$ cat src/rtl/bus_select_decoder_pkg.sv
// Shared CPU definitions for the bus select decoder: IR field positions,
// bus source codes and the drive-FSM state encoding.
package bus_select_decoder_pkg;

    localparam int RA_MSB = 26;
    localparam int RA_LSB = 23;
    localparam int RB_MSB = 22;
    localparam int RB_LSB = 19;
    localparam int RC_MSB = 18;
    localparam int RC_LSB = 15;

    localparam logic [4:0] CODE_HI     = 5'd16;
    localparam logic [4:0] CODE_LO     = 5'd17;
    localparam logic [4:0] CODE_ZHI    = 5'd18;
    localparam logic [4:0] CODE_ZLO    = 5'd19;
    localparam logic [4:0] CODE_PC     = 5'd20;
    localparam logic [4:0] CODE_MDR    = 5'd21;
    localparam logic [4:0] CODE_INPORT = 5'd22;
    localparam logic [4:0] CODE_C      = 5'd23;
    localparam logic [4:0] CODE_NONE   = 5'd31;

    typedef enum logic [1:0] {
        IDLE  = 2'd0,
        DRIVE = 2'd1,
        GAP   = 2'd2
    } state_t;

endpackage

$ cat src/rtl/bus_select_decoder_if.sv
// Control-unit to bus-select-decoder signal bundle. The control unit is the
// master; the decoder is the slave.
interface bus_select_decoder_if;
    import bus_select_decoder_pkg::*;

    logic [31:0] ir_in;
    logic        ir_load;
    logic        gra;
    logic        grb;
    logic        grc;
    logic        rout;
    logic        rin;
    logic        ba_out;
    logic        src_valid;
    logic [4:0]  src_code;

    logic [31:0] out_en;
    logic [15:0] in_en;
    logic [4:0]  code_echo;
    logic        busy;
    logic        err;

    modport master (
        output ir_in, ir_load, gra, grb, grc, rout, rin, ba_out, src_valid, src_code,
        input  out_en, in_en, code_echo, busy, err
    );

    modport slave (
        input  ir_in, ir_load, gra, grb, grc, rout, rin, ba_out, src_valid, src_code,
        output out_en, in_en, code_echo, busy, err
    );

endinterface

$ cat src/rtl/bus_select_decoder_decoder.sv
// Combinational 5-to-32 one-hot decoder; codes at or above NUM_SRC decode
// to all zeros so "no source" never enables a driver.
module decoder_5_32 #(
    parameter int NUM_SRC = 24
) (
    input  logic [4:0]  i_code,
    output logic [31:0] o_onehot
);

    always_comb begin
        // NOTE: default first so every path assigns the output and no latch is inferred.
        o_onehot = '0;
        if (int'(i_code) < NUM_SRC) begin
            o_onehot[i_code] = 1'b1;
        end
    end

endmodule

$ cat src/rtl/bus_select_decoder.sv
// Turns register-select and direct source requests into registered one-hot
// bus drive and register load enables, with break-before-make on source change.
module bus_select_decoder
    import bus_select_decoder_pkg::*;
#(
    parameter int NUM_SRC    = 24,
    parameter int GAP_CYCLES = 1
) (
    input  logic                 clock,
    input  logic                 clear,
    bus_select_decoder_if.slave  bus
);

    localparam logic [7:0] GAP_INIT = 8'(GAP_CYCLES);

    logic [31:0] r_ir;
    state_t      r_state;
    logic [4:0]  r_cur;
    logic [7:0]  r_gap_cnt;
    logic [31:0] r_out_en;
    logic [15:0] r_in_en;
    logic [4:0]  r_code_echo;
    logic        r_busy;
    logic        r_err;

    logic [3:0]  w_idx;
    logic        w_idx_valid;
    logic        w_multi_gr;
    logic        w_no_gr_err;
    logic        w_src_bad;
    logic [4:0]  w_req;
    logic        w_req_valid;
    state_t      w_nxt_state;
    logic [4:0]  w_nxt_cur;
    logic [7:0]  w_nxt_gap_cnt;
    logic [4:0]  w_drive_code;
    logic [31:0] w_out_dec;
    logic [31:0] w_in_dec;
    logic        w_unused;

    assign w_unused = ^{r_ir[31:RA_MSB+1], r_ir[RC_LSB-1:0], w_in_dec[31:16]};

    // Field select always looks at the registered IR, so a same-cycle load is not seen.
    always_comb begin
        w_idx       = 4'd0;
        w_idx_valid = 1'b1;
        if (bus.gra) begin
            w_idx = r_ir[RA_MSB:RA_LSB];
        end else if (bus.grb) begin
            w_idx = r_ir[RB_MSB:RB_LSB];
        end else if (bus.grc) begin
            w_idx = r_ir[RC_MSB:RC_LSB];
        end else begin
            w_idx_valid = 1'b0;
        end
    end

    assign w_multi_gr  = (bus.gra & bus.grb) | (bus.gra & bus.grc) | (bus.grb & bus.grc);
    assign w_no_gr_err = (bus.rout | bus.ba_out | bus.rin) & ~w_idx_valid;

    always_comb begin
        w_req     = CODE_NONE;
        w_src_bad = 1'b0;
        if ((bus.rout || bus.ba_out) && w_idx_valid) begin
            // Base-address drive of R0 reads as zero on the bus: nobody drives.
            if (!(bus.ba_out && w_idx == 4'd0)) begin
                w_req = {1'b0, w_idx};
            end
        end else if (bus.src_valid) begin
            if (int'(bus.src_code) < NUM_SRC) begin
                w_req = bus.src_code;
            end else if (bus.src_code != CODE_NONE) begin
                w_src_bad = 1'b1;
            end
        end
    end

    assign w_req_valid = (w_req != CODE_NONE);

    always_comb begin
        w_nxt_state   = r_state;
        w_nxt_cur     = r_cur;
        w_nxt_gap_cnt = r_gap_cnt;
        case (r_state)
            IDLE: begin
                if (w_req_valid) begin
                    w_nxt_state = DRIVE;
                    w_nxt_cur   = w_req;
                end
            end
            DRIVE: begin
                if (!w_req_valid) begin
                    w_nxt_state = IDLE;
                end else if (w_req != r_cur) begin
                    w_nxt_state   = GAP;
                    w_nxt_gap_cnt = GAP_INIT;
                end
            end
            GAP: begin
                if (r_gap_cnt <= 8'd1) begin
                    if (w_req_valid) begin
                        w_nxt_state = DRIVE;
                        w_nxt_cur   = w_req;
                    end else begin
                        w_nxt_state = IDLE;
                    end
                end else begin
                    w_nxt_gap_cnt = r_gap_cnt - 8'd1;
                end
            end
            default: begin
                w_nxt_state = IDLE;
            end
        endcase
    end

    assign w_drive_code = (w_nxt_state == DRIVE) ? w_nxt_cur : CODE_NONE;

    decoder_5_32 #(.NUM_SRC(NUM_SRC)) u_out_dec (
        .i_code   (w_drive_code),
        .o_onehot (w_out_dec)
    );

    decoder_5_32 #(.NUM_SRC(NUM_SRC)) u_in_dec (
        .i_code   ({1'b0, w_idx}),
        .o_onehot (w_in_dec)
    );

    // Outputs are registered from next-state values so enables track the FSM exactly.
    always_ff @(posedge clock) begin
        if (clear) begin
            // NOTE: non-blocking for all sequential state; clear resets every register.
            r_ir        <= '0;
            r_state     <= IDLE;
            r_cur       <= CODE_NONE;
            r_gap_cnt   <= '0;
            r_out_en    <= '0;
            r_in_en     <= '0;
            r_code_echo <= CODE_NONE;
            r_busy      <= 1'b0;
            r_err       <= 1'b0;
        end else begin
            if (bus.ir_load) begin
                r_ir <= bus.ir_in;
            end
            r_state     <= w_nxt_state;
            r_cur       <= w_nxt_cur;
            r_gap_cnt   <= w_nxt_gap_cnt;
            r_out_en    <= w_out_dec;
            r_code_echo <= w_drive_code;
            r_busy      <= (w_nxt_state == GAP);
            r_in_en     <= (bus.rin && w_idx_valid) ? w_in_dec[15:0] : 16'd0;
            if (w_multi_gr || w_no_gr_err || w_src_bad) begin
                r_err <= 1'b1;
            end
        end
    end

    assign bus.out_en    = r_out_en;
    assign bus.in_en     = r_in_en;
    assign bus.code_echo = r_code_echo;
    assign bus.busy      = r_busy;
    assign bus.err       = r_err;

endmodule

$ cat src/flat_wrapper.sv
// flat-port wrapper written by rule: the top's interface ports become plain ports
module bus_select_decoder_flat import bus_select_decoder_pkg::*;
#(
    parameter int NUM_SRC    = 24,
    parameter int GAP_CYCLES = 1
)
  (clock, clear, bus_ir_in, bus_ir_load, bus_gra, bus_grb, bus_grc, bus_rout, bus_rin, bus_ba_out, bus_src_valid, bus_src_code, bus_out_en, bus_in_en, bus_code_echo, bus_busy, bus_err);
  bus_select_decoder_if bus_i ();
  input  logic clock;
  input  logic clear;
  input wire logic [$bits(bus_i.ir_in)-1:0] bus_ir_in;
  input wire logic [$bits(bus_i.ir_load)-1:0] bus_ir_load;
  input wire logic [$bits(bus_i.gra)-1:0] bus_gra;
  input wire logic [$bits(bus_i.grb)-1:0] bus_grb;
  input wire logic [$bits(bus_i.grc)-1:0] bus_grc;
  input wire logic [$bits(bus_i.rout)-1:0] bus_rout;
  input wire logic [$bits(bus_i.rin)-1:0] bus_rin;
  input wire logic [$bits(bus_i.ba_out)-1:0] bus_ba_out;
  input wire logic [$bits(bus_i.src_valid)-1:0] bus_src_valid;
  input wire logic [$bits(bus_i.src_code)-1:0] bus_src_code;
  output wire logic [$bits(bus_i.out_en)-1:0] bus_out_en;
  output wire logic [$bits(bus_i.in_en)-1:0] bus_in_en;
  output wire logic [$bits(bus_i.code_echo)-1:0] bus_code_echo;
  output wire logic [$bits(bus_i.busy)-1:0] bus_busy;
  output wire logic [$bits(bus_i.err)-1:0] bus_err;
  assign bus_i.ir_in = bus_ir_in;
  assign bus_i.ir_load = bus_ir_load;
  assign bus_i.gra = bus_gra;
  assign bus_i.grb = bus_grb;
  assign bus_i.grc = bus_grc;
  assign bus_i.rout = bus_rout;
  assign bus_i.rin = bus_rin;
  assign bus_i.ba_out = bus_ba_out;
  assign bus_i.src_valid = bus_src_valid;
  assign bus_i.src_code = bus_src_code;
  assign bus_out_en = bus_i.out_en;
  assign bus_in_en = bus_i.in_en;
  assign bus_code_echo = bus_i.code_echo;
  assign bus_busy = bus_i.busy;
  assign bus_err = bus_i.err;
  bus_select_decoder #(.NUM_SRC(NUM_SRC), .GAP_CYCLES(GAP_CYCLES)) u_core (.clock(clock), .clear(clear), .bus(bus_i));
endmodule
$ cat config.mk
export PLATFORM = sky130hd
export DESIGN_NAME = bus_select_decoder_flat
export DESIGN_NICKNAME = d
export VERILOG_FILES = /design/src/rtl/bus_select_decoder_pkg.sv /design/src/rtl/bus_select_decoder_if.sv /design/src/rtl/bus_select_decoder_decoder.sv /design/src/rtl/bus_select_decoder.sv /design/src/flat_wrapper.sv
export SDC_FILE = /design/constraint.sdc
export NUM_CORES = 1
export LEC_CHECK = 0
export CORE_MARGIN = 4
export CORE_UTILIZATION = 51
export CTS_CLUSTER_SIZE = 8
export DETAILED_ROUTE_END_ITERATION = 7
export PLACE_DENSITY = 0.88
export REMOVE_ABC_BUFFERS = 1
export SETUP_SLACK_MARGIN = 0.5
export SYNTH_ARGS = -nofsm -noshare
export SYNTH_HDL_FRONTEND = slang
export SYNTH_HIERARCHICAL = 1
export SYNTH_SLANG_ARGS = --single-unit
$ cat constraint.sdc
create_clock -name clock -period 5.2 [get_ports clock]
set_input_delay 1.04 -clock clock [delete_from_list [all_inputs] [get_ports clock]]
set_output_delay 1.04 -clock clock [all_outputs]
set_load 0.02 [all_outputs]
==> summary.txt <==
Pwr
  – LEAKAGE: 1.72 nW
  – Switching pwr: 0.377 mW
  – Sw frac: 25.6%
  – Internal power: 1.10 mW
  – VDD IR max: 0.246 mV
  – Combinational power share: 16.8%
  – Sequential share of power: 45.7%
  – Clock Power Share: 37.5%
  – Pwr dens: 330 nW/µm²

Placement
  – Buffers on Ports: 81
  – Placed cell areas: 4200 µm²
  – Post-DP HPWL: 5.00 mm
  – GP Congestion: 0.860
  – DP Worst Slack: 596 ps

Clock network
  – Number of post-CTS setup repair buffers: 0
  – Total CTS buffers: 9
  – TritonCTS Sinks: 82
  – CTS-repair resized insts: 0
  – H-tree depth: 3
  – Clock transition at path regs: 80 ps
  – TritonCTS clock tree: done
  – Largest buffer count on any clock path: 2
  – Worst skew pair latency: 340 ps
  – Root Buffer Master: clkbuf_8
  – Hold_buf cts: 0

Die
  – IO Pins: 102
  – Core box area: 6420 µm²
  – Die Y: 89.8 µm
  – Initial Utilization: 53.1%
  – Num rows: 29
  – Die W: 89.8 µm
  – Die ar.: 8070 µm²

Synthesis
  – Mapped Area: 3410 µm²
  – Avg Cell Area, Syn: 9.10 µm²
  – Cells after synthesis: 375
  – Synth warn: 6

STA
  – Clock Skew: 5.97 ps
  – Setup ws final: 840 ps
  – Hold Vio Cnt, Final: 0
  – Final Max Slew Viols: 0
  – Total negative slack: 0 ps
  – Hold WS: 495 ps
  – RSZ-0062 raised after global routing: no
  – Worst slew pin tran: 1060 ps
  – Rel. slew slack: 29.2%
  – Final setup violation count: 0
  – F_max: 0.229 GHz
  – Part of the cycle the worst path needs: 83.8%
  – Final worst path period need: 4360 ps

Worst hold path
  – Hold Path Class: flop to flop
  – Worst hold start: u_core/r_ir[25]

Setup path
  – Critical path launch point type: primary input
  – Cells along the critical path: clkdlybuf4s50_1, o32ai_2, nand4b_1, mux2i_1, a31oi_1, o311ai_0, nand3_1, o22ai_1, buf_4, nand2_1, or3b_1, nor2_1, nor2b_1
  – Kind of end point of the critical path: flop
  – Crit path DAT: 4630 ps
  – Peak fanout along the critical path: 12
  – Family with the most delay on the worst path: simple AND/OR/NAND/NOR gates
  – Crit path from: bus_grb
  – Reg2Reg Launch Point: u_core/r_gap_cnt[2]
  – CP bufs+invs: 2
  – Worst Path Required: 5470 ps
  – Worst setup path class: primary input to flop
  – Crit-path slowest cell: o32ai_2
  – Crit-path max cell delay: 780 ps

Layout
  – Fin area: 4460 µm²
  – Area growth syn-to-layout: 30.5%
  – Fill cell count: 487
  – Final #Nets: 498
  – # diodes: 0
  – Proportion of layout cells with a drive suffix above 1: 7.05%

Routing
  – DRT antenna net count: 0
  – Vias: 2751
  – WL per Instance: 13.2 µm
  – Final WL: 7.03 mm
  – Via density: 5.18
  – Pre-antenna DRT Iters: 5
  – DRT iter0 DRCs: 174
  – Residual DRC: 0

Global route
  – First-pass GRT wire length: 12.2 mm
  – Vias in the first global route: 2729
  – Antenna violations before repair: 0
  – Total Routing Usage GR: 18.3%
  – Largest net degree at the start of global routing: 69
  – Gr ovfl total: 0

Run
  – Maxcap violations: 0

Status
  – Status: finished, final reports clean
## flip-flops by register name, indices dropped and copies added (netlist names)
signal                flops
u_core/bus.in_en         16
u_core/r_state            2
u_core/bus.out_en        32
u_core/bus.code_echo      5
u_core/r_cur              5
u_core/r_gap_cnt          8
u_core/bus.busy           1
u_core/bus.err            1
u_core/r_ir              12
## per-layer routing
| metal | share of wire, % | GRT usage (%) |
|---|---|---|
| met2 | 54 | 34.0 |
| met3 | 5.2 | 5.26 |
| met5 | 0 | 0 |
| met1 | 40 | 19.1 |
| met4 | 1.4 | 7.66 |
## final timing paths
kind                                              end  slack [ps]  cells past startpoint
worst max-delay path            u_core/bus.out_en[17]         840                     13
worst min-delay path                  u_core/r_ir[25]         500                      2
worst max register to register  u_core/bus.out_en[18]        2120                     10
worst min register to register        u_core/r_ir[25]         500                      2
## area by class of cell
cell class | count | area, µm² | share of cell area [%]
timing repair buffer | 83 | 821 | 18.4
sequential | 82 | 1640 | 36.8
clock inverter | 6 | 114 | 2.56
clock buffer | 10 | 138 | 3.09
inverter | 7 | 26.3 | 0.590
multi-input combinational | 266 | 1620 | 36.3
tap | 77 | 96.3 | 2.16
## power groups by stage
stage	Sequential [mW]	Clock, mW	Combinational, mW
2_1_floorplan	0.703	0	0.130
3_3_place_gp	0.686	0	0.236
3_5_place_dp	0.687	0	0.244
4_1_cts	0.673	0.566	0.247
5_1_grt	0.676	0.596	0.273
6_report	0.673	0.552	0.247
## worst reg2reg max path, cell delays in order (launching register included)
cell and delay (ps):
dfxtp_1 350, nor3_1 280, nand2b_1 140, o41ai_1 540, nand2b_1 320, nor2_1 270
o22ai_1 180, nand2_1 240, or3b_1 430, nor2_1 120, nor2b_1 140
## cell usage in the layout (no fill, tap or decap), types with 4 or more instances in the layout
| cell type | n |
|---|---|
| and2_1 | 17 |
| clkbuf_8 | 10 |
| conb_1 | 10 |
| nand3_1 | 4 |
| nand2b_1 | 10 |
| xnor2_1 | 5 |
| inv_1 | 5 |
| nand2_1 | 15 |
| mux2i_1 | 14 |
| clkdlybuf4s50_1 | 80 |
| nand3b_1 | 16 |
| nor3_1 | 13 |
| a21oi_1 | 7 |
| or3b_1 | 6 |
| o22ai_1 | 6 |
| nor2b_1 | 34 |
| nor2_1 | 61 |
| o21ai_0 | 4 |
| dfxtp_1 | 82 |
## per-stage QoR
| stage | instances | utilization, % | total power [mW] |
|---|---|---|---|
| 2_1_floorplan | 355 | - | 0.833 |
| 3_3_place_gp | 515 | 65.5 | 0.922 |
| 3_5_place_dp | 515 | 65.5 | 0.931 |
| 4_1_cts | 531 | 69.4 | 1.49 |
| 5_1_grt | 531 | 69.4 | 1.55 |
| 6_report | 531 | 69.4 | 1.47 |
Power figures use the tool's default switching activity.
